$ cat config.mk
export PLATFORM = sky130hd
export DESIGN_NAME = tick_generator
export DESIGN_NICKNAME = d
export VERILOG_FILES = /design/src/rtl/tick_pkg.sv /design/src/rtl/tick_channel.sv /design/src/rtl/tick_generator.sv
export SDC_FILE = /design/constraint.sdc
export NUM_CORES = 1
export LEC_CHECK = 0
export BUFFER_PORTS_ARGS = -buffer_cell sky130_fd_sc_hd__buf_2
export CAP_MARGIN = 20
export CORE_ASPECT_RATIO = 1.25
export CORE_MARGIN = 5
export CORE_UTILIZATION = 45
export DETAILED_ROUTE_END_ITERATION = 8
export GPL_ROUTABILITY_DRIVEN = 0
export SLEW_MARGIN = 20
export SYNTH_ARGS = -nofsm -noshare
export SYNTH_HDL_FRONTEND = slang
export SYNTH_HIERARCHICAL = 1
export SYNTH_SLANG_ARGS = --single-unit
$ cat constraint.sdc
create_clock -name clock_in -period 2.95 [get_ports clock_in]
set_clock_uncertainty 0.15 [all_clocks]
set_input_delay 0.4425 -clock clock_in [delete_from_list [all_inputs] [get_ports clock_in]]
set_output_delay 0.4425 -clock clock_in [all_outputs]
set_load 0.005 [all_outputs]
$ cat src/rtl/tick_pkg.sv
// -----------------------------------------------------------------------------
// tick_pkg
// Shared types and constants for the multi-channel tick generator.
//   tick_mode_e       : PERIODIC (re-arms after every tick) / ONESHOT (one tick, then idle)
//   ch_state_e        : per-channel FSM state (IDLE = not counting, RUN = counting)
//   TICK_DEFAULT_RATE : rate loaded at reset (1 Hz tick from a 50 MHz clock)
//   cfg_sel_width()   : width of the channel-select field, never below 1 bit
// -----------------------------------------------------------------------------
package tick_pkg;

    typedef enum logic {
        PERIODIC = 1'b0,
        ONESHOT  = 1'b1
    } tick_mode_e;

    typedef enum logic {
        CH_IDLE = 1'b0,
        CH_RUN  = 1'b1
    } ch_state_e;

    localparam int unsigned TICK_DEFAULT_RATE = 49_999_999;

    function automatic int unsigned cfg_sel_width(input int unsigned channels);
        return (channels > 1) ? $clog2(channels) : 1;
    endfunction

endpackage

$ cat src/rtl/tick_channel.sv
// -----------------------------------------------------------------------------
// tick_channel
// One independent rate-divider channel: counter, IDLE/RUN FSM, shadow rate/mode
// registers for glitch-free reprogramming, and a registered one-cycle tick.
// Ports:
//   i_clk, i_rstn           : clock, synchronous active-low reset
//   i_cfg_we                : config write aimed at this channel
//   i_cfg_rate, i_cfg_mode  : rate (period = rate+1 clocks) and mode to write
//   i_start, i_stop         : start/restart and stop pulses (stop wins)
//   o_tick                  : one-cycle tick on every counter wrap
//   o_busy                  : channel is counting
//   o_pending               : shadow rate/mode waiting for the next wrap
// -----------------------------------------------------------------------------
module tick_channel
    import tick_pkg::*;
#(
    parameter int unsigned      WIDTH        = 28,
    parameter logic [WIDTH-1:0] DEFAULT_RATE = WIDTH'(TICK_DEFAULT_RATE)
) (
    input  logic             i_clk,
    input  logic             i_rstn,
    input  logic             i_cfg_we,
    input  logic [WIDTH-1:0] i_cfg_rate,
    input  tick_mode_e       i_cfg_mode,
    input  logic             i_start,
    input  logic             i_stop,
    output logic             o_tick,
    output logic             o_busy,
    output logic             o_pending
);

    ch_state_e        r_state,    w_state_nx;
    logic [WIDTH-1:0] r_counter,  w_counter_nx;
    logic [WIDTH-1:0] r_act_rate, w_act_rate_nx;
    tick_mode_e       r_act_mode, w_act_mode_nx;
    logic [WIDTH-1:0] r_sh_rate,  w_sh_rate_nx;
    tick_mode_e       r_sh_mode,  w_sh_mode_nx;
    logic             r_pending,  w_pending_nx;
    logic             r_tick,     w_tick_nx;
    logic             w_wrap;

    // Counter never exceeds the active rate, so equality is the wrap condition.
    assign w_wrap = (r_state == CH_RUN) && (r_counter == r_act_rate);

    always_ff @(posedge i_clk) begin
        if (!i_rstn) begin
            r_state    <= CH_IDLE;
            r_counter  <= '0;
            r_act_rate <= DEFAULT_RATE;
            r_act_mode <= PERIODIC;
            r_sh_rate  <= DEFAULT_RATE;
            r_sh_mode  <= PERIODIC;
            r_pending  <= 1'b0;
            r_tick     <= 1'b0;
        end else begin
            r_state    <= w_state_nx;
            r_counter  <= w_counter_nx;
            r_act_rate <= w_act_rate_nx;
            r_act_mode <= w_act_mode_nx;
            r_sh_rate  <= w_sh_rate_nx;
            r_sh_mode  <= w_sh_mode_nx;
            r_pending  <= w_pending_nx;
            r_tick     <= w_tick_nx;
        end
    end

    always_comb begin
        w_state_nx    = r_state;
        w_counter_nx  = r_counter;
        w_act_rate_nx = r_act_rate;
        w_act_mode_nx = r_act_mode;
        w_sh_rate_nx  = r_sh_rate;
        w_sh_mode_nx  = r_sh_mode;
        w_pending_nx  = r_pending;
        w_tick_nx     = 1'b0;

        // An idle channel takes the new setting immediately; a running one
        // parks it in the shadow so the period in progress is not disturbed.
        if (i_cfg_we) begin
            if (r_state == CH_IDLE) begin
                w_act_rate_nx = i_cfg_rate;
                w_act_mode_nx = i_cfg_mode;
            end else begin
                w_sh_rate_nx = i_cfg_rate;
                w_sh_mode_nx = i_cfg_mode;
                w_pending_nx = 1'b1;
            end
        end

        // Every period boundary (wrap, restart, stop) is a safe point to
        // promote the shadow, including a write arriving on that same edge.
        if ((i_start || i_stop || w_wrap) && w_pending_nx) begin
            w_act_rate_nx = w_sh_rate_nx;
            w_act_mode_nx = w_sh_mode_nx;
            w_pending_nx  = 1'b0;
        end

        if (i_stop) begin
            w_state_nx   = CH_IDLE;
            w_counter_nx = '0;
        end else if (i_start) begin
            w_state_nx   = CH_RUN;
            w_counter_nx = '0;
        end else if (r_state == CH_RUN) begin
            if (w_wrap) begin
                w_counter_nx = '0;
                w_tick_nx    = 1'b1;
                // The mode of the period that just ended decides re-arming.
                if (r_act_mode == ONESHOT) begin
                    w_state_nx = CH_IDLE;
                end
            end else begin
                w_counter_nx = r_counter + WIDTH'(1);
            end
        end
    end

    assign o_tick    = r_tick;
    assign o_busy    = (r_state == CH_RUN);
    assign o_pending = r_pending;

endmodule

$ cat src/rtl/tick_generator.sv
// -----------------------------------------------------------------------------
// tick_generator
// Multi-channel rate divider: CHANNELS independent tick_channel instances sharing
// one configuration write port.
// Ports:
//   clock_in    : sole clock, rising edge
//   resetn      : synchronous active-low reset
//   cfg_valid   : config write strobe (always accepted)
//   cfg_channel : target channel; values >= CHANNELS are ignored
//   cfg_rate    : new rate, period = cfg_rate+1 clocks
//   cfg_mode    : 0 = periodic, 1 = one-shot
//   start, stop : per-channel start/restart and stop pulses
//   tick        : per-channel registered one-cycle tick
//   busy        : per-channel counting flag
//   pending     : per-channel shadow-waiting flag
// -----------------------------------------------------------------------------
module tick_generator
    import tick_pkg::*;
#(
    parameter int unsigned      CHANNELS     = 4,
    parameter int unsigned      WIDTH        = 28,
    parameter logic [WIDTH-1:0] DEFAULT_RATE = WIDTH'(TICK_DEFAULT_RATE),
    localparam int unsigned     SEL_W        = cfg_sel_width(CHANNELS)
) (
    input  logic                clock_in,
    input  logic                resetn,
    input  logic                cfg_valid,
    input  logic [SEL_W-1:0]    cfg_channel,
    input  logic [WIDTH-1:0]    cfg_rate,
    input  logic                cfg_mode,
    input  logic [CHANNELS-1:0] start,
    input  logic [CHANNELS-1:0] stop,
    output logic [CHANNELS-1:0] tick,
    output logic [CHANNELS-1:0] busy,
    output logic [CHANNELS-1:0] pending
);

    for (genvar gi = 0; gi < CHANNELS; gi++) begin : g_ch
        logic w_cfg_we;

        // Out-of-range selects match no channel, so the write is dropped.
        assign w_cfg_we = cfg_valid && (32'(cfg_channel) == 32'(gi));

        tick_channel #(
            .WIDTH        (WIDTH),
            .DEFAULT_RATE (DEFAULT_RATE)
        ) u_channel (
            .i_clk      (clock_in),
            .i_rstn     (resetn),
            .i_cfg_we   (w_cfg_we),
            .i_cfg_rate (cfg_rate),
            .i_cfg_mode (tick_mode_e'(cfg_mode)),
            .i_start    (start[gi]),
            .i_stop     (stop[gi]),
            .o_tick     (tick[gi]),
            .o_busy     (busy[gi]),
            .o_pending  (pending[gi])
        );
    end

endmodule

==> reports/metrics.cfg <==
[logic_synthesis]
synth_top_family_by_area=simple AND/OR/NAND/NOR gates
synth_fa_ha_area_share_pct=0.289
syn-num-nets=2114
synthSimpleGateAreaFrac_pct=24.1
yosys.area.top_type=dfxtp_1
synth_compound_area_share_pct=19.2
yosysWarnings=6
synthArstFlopShare_pct=0
synthMuxAreaShare_pct=0
synth_top_area_share_pct=41.1
synth_xor_xnor_area_share_pct=10.3
synth_edf_count=0
yosys_most_used_dff=dfxtp_1
ys_seq_area_share_pct=41.1
netlist_instances=2068
ys_ff_latch=356
syn_avg_cell_area_um2=8.38
syn-cell-area_um2=17300
synth_area_leaders=dfxtp_1 (41%), nand2_1 (9.0%), xnor2_1 (7.9%)
synth.distinct_cells=44

[sta]
period_minus_slack_ns=2.69
slew_headroom_pct=47.7
fmax_ghz=0.371
post-route-period-util_pct=91.3
hold_violations=0
worst_pin_slew_ns=0.784
drv_slew=0
fin_tns_setup_ns=0
fin_hold_ws_ns=0.0876
setup_viol=0
rsz0062_at_grt=no

[critical_path]
crit_buf_inv=1
cp-end-kind=flip-flop
start_kind=flip-flop
crit_chain=xnor2_1, nand4_1, nor4_1, nand3_2, a21oi_2, buf_12, a221o_1
cp.arrival_ns=3.01
path_class=flip-flop to flip-flop
crit_required_ns=3.27
cp_max_fo=25
slowest_delay_ns=0.56
slowest_stage=nor4_1
crit_family=simple AND/OR/NAND/NOR gates

[grt]
antenna_found_initial=0
use_met1_pct=30.8
use_met2_pct=36.4
grt_use_total_pct=22.5
grt_pass1_wl_mm=77.9
grt_max_degree=87
busiest_layer=met2
use_met3_pct=2.68
grt_overflow=0
grt_pass1_vias=14000

[route]
drtPass1Iterations=7
wirelength_mm=48.9
viasPerCell=5.64
drc=0
drtIter0Drc=875
via_count=14700
post_drt_wl_per_cell_um=18.8
postRouteAntennaNets=0

[floorplanning]
row_count=80
num_io_pins=54
die_height_um=229
start_util_pct=45.5
fp.dieW_um=186
die_area_um2=42600
core_um2=38100

[clock_tree]
cts_setup_buffers=0
insertion_delay_ns=0.53
cts_hold_buf=4
cts_buffer_depth=3
cts_tree=done
cts_root_buf=clkbuf_16
clk_pin_slew_ns=0.06
cts_resized=0
h-tree-depth=2
cts_buffers=38
cts.sinks=356

[cells_and_area]
layout-drive-gt1-share_pct=11.1
final_cell_count_no_fill=2606
utilization_pct=50.7
finalInstanceArea_um2=19400
nets=2132
nFillCells=3553
antenna_cells=0
area_growth_syn_to_layout_pct=11.6

[run]
maxCapViolCount=0

[worst_hold_path]
min_path_type=primary input to flip-flop

[power_and_ir_drop]
powerDensity_nw_per_um2=555
p_leak_nw=7.43
ir_drop_v=0.000371

[run_status]
status=complete, no violations

[placed_design]
post-dp-hpwl_mm=32.7
place_area_um2=18000
place_inst=2534
port_buffers=53

where the power goes:
| group | switching [mW] | internal, mW |
|---|---|---|
| clock network | 1.95 | 2.97 |
| registers | 0.108 | 4.91 |
| logic | 0.484 | 0.313 |
routing by layer:
metal	routed length, µm	vias up
met5	0	-
met4	1990	0
met3	2130	91
met2	22800	360
met1	22000	6992
li1	-	7250
sequential cells by signal, summed over array words and instances (netlist names):
name / cells
g_ch.u_channel/r_sh_mode: 4
g_ch.u_channel/r_counter: 112
g_ch.u_channel/o_busy: 4
g_ch.u_channel/r_act_mode: 4
g_ch.u_channel/r_sh_rate: 112
g_ch.u_channel/o_pending: 4
g_ch.u_channel/r_act_rate: 112
g_ch.u_channel/o_tick: 4
stage by stage:
stage	total power [mW]	worst slack, ns
2_1_floorplan	5.62	0.825
6_report	10.7	0.256
5_1_grt	11.1	0.0789
4_1_cts	10.9	0.241
3_3_place_gp	5.90	0.307
3_5_place_dp	5.91	0.271
placed cells by master (no fill, tap or decap), types with 52 or more instances in the layout:
master      n
nand2_1   416
o211ai_1   68
xnor2_1   156
buf_2      52
nand4_1    52
nand3_1   116
dfxtp_1   356
a221o_1    76
inv_1      56
a21oi_1    56
nor2_1    155
cells in the mapped netlist, types with 8 or more instances:
library cell / instances
nand2_1: 416
dfxtp_1: 356
nor2_1: 156
xnor2_1: 156
nand3_1: 116
clkbuf_1: 88
a221o_1: 76
o211ai_1: 68
a21oi_1: 56
inv_1: 56
nand4_1: 52
o21a_1: 48
xor2_1: 48
a21boi_0: 44
o31ai_1: 44
or3_1: 44
a211oi_2: 40
and3_1: 28
nor3_1: 20
buf_2: 16
nand2b_1: 16
and4_1: 12
buf_6: 12
o21ai_0: 12
and2_1: 8
buf_1: 8
buf_4: 8
or2_2: 8
cell families (layout without fill, tap and decap cells):
group / Yosys count / count (layout)
flops: 356 / 356
buf+inv: 192 / 238
fa+ha+maj: 4 / 4
compound gates: 408 / 408
xor+xnor: 204 / 204
simple gates: 904 / 904
worst min-delay path, cell delays in order:
cell	delay [ns]
buf_2	0.11
a21oi_1	0.11
nor3b_1	0.06
layout make-up:
class                      count  area [µm²]  share of cell area, %
sequential                   356        7130                   36.8
inverter                      60         225                   1.16
multi-input combinational   1520        9350                   48.3
tap                          492         616                   3.18
clock inverter                10         125                  0.646
clock buffer                  58        1160                   5.99
timing repair buffer         110         747                   3.86
path summary, 6_finish.rpt:
check                             startpoint                                to  slack (ns)  depth (start not counted)
max reg2reg   g_ch[0].u_channel/r_counter[8]  g_ch[0].u_channel/r_act_rate[19]        0.26                          7
min reg2reg  g_ch[0].u_channel/r_sh_rate[11]   g_ch[0].u_channel/r_sh_rate[11]        0.31                          2
min                                 start[2]          g_ch[2].u_channel/o_busy        0.09                          3
max           g_ch[0].u_channel/r_counter[8]  g_ch[0].u_channel/r_act_rate[19]        0.26                          7
No activity file was read; power rests on OpenSTA's default activity.
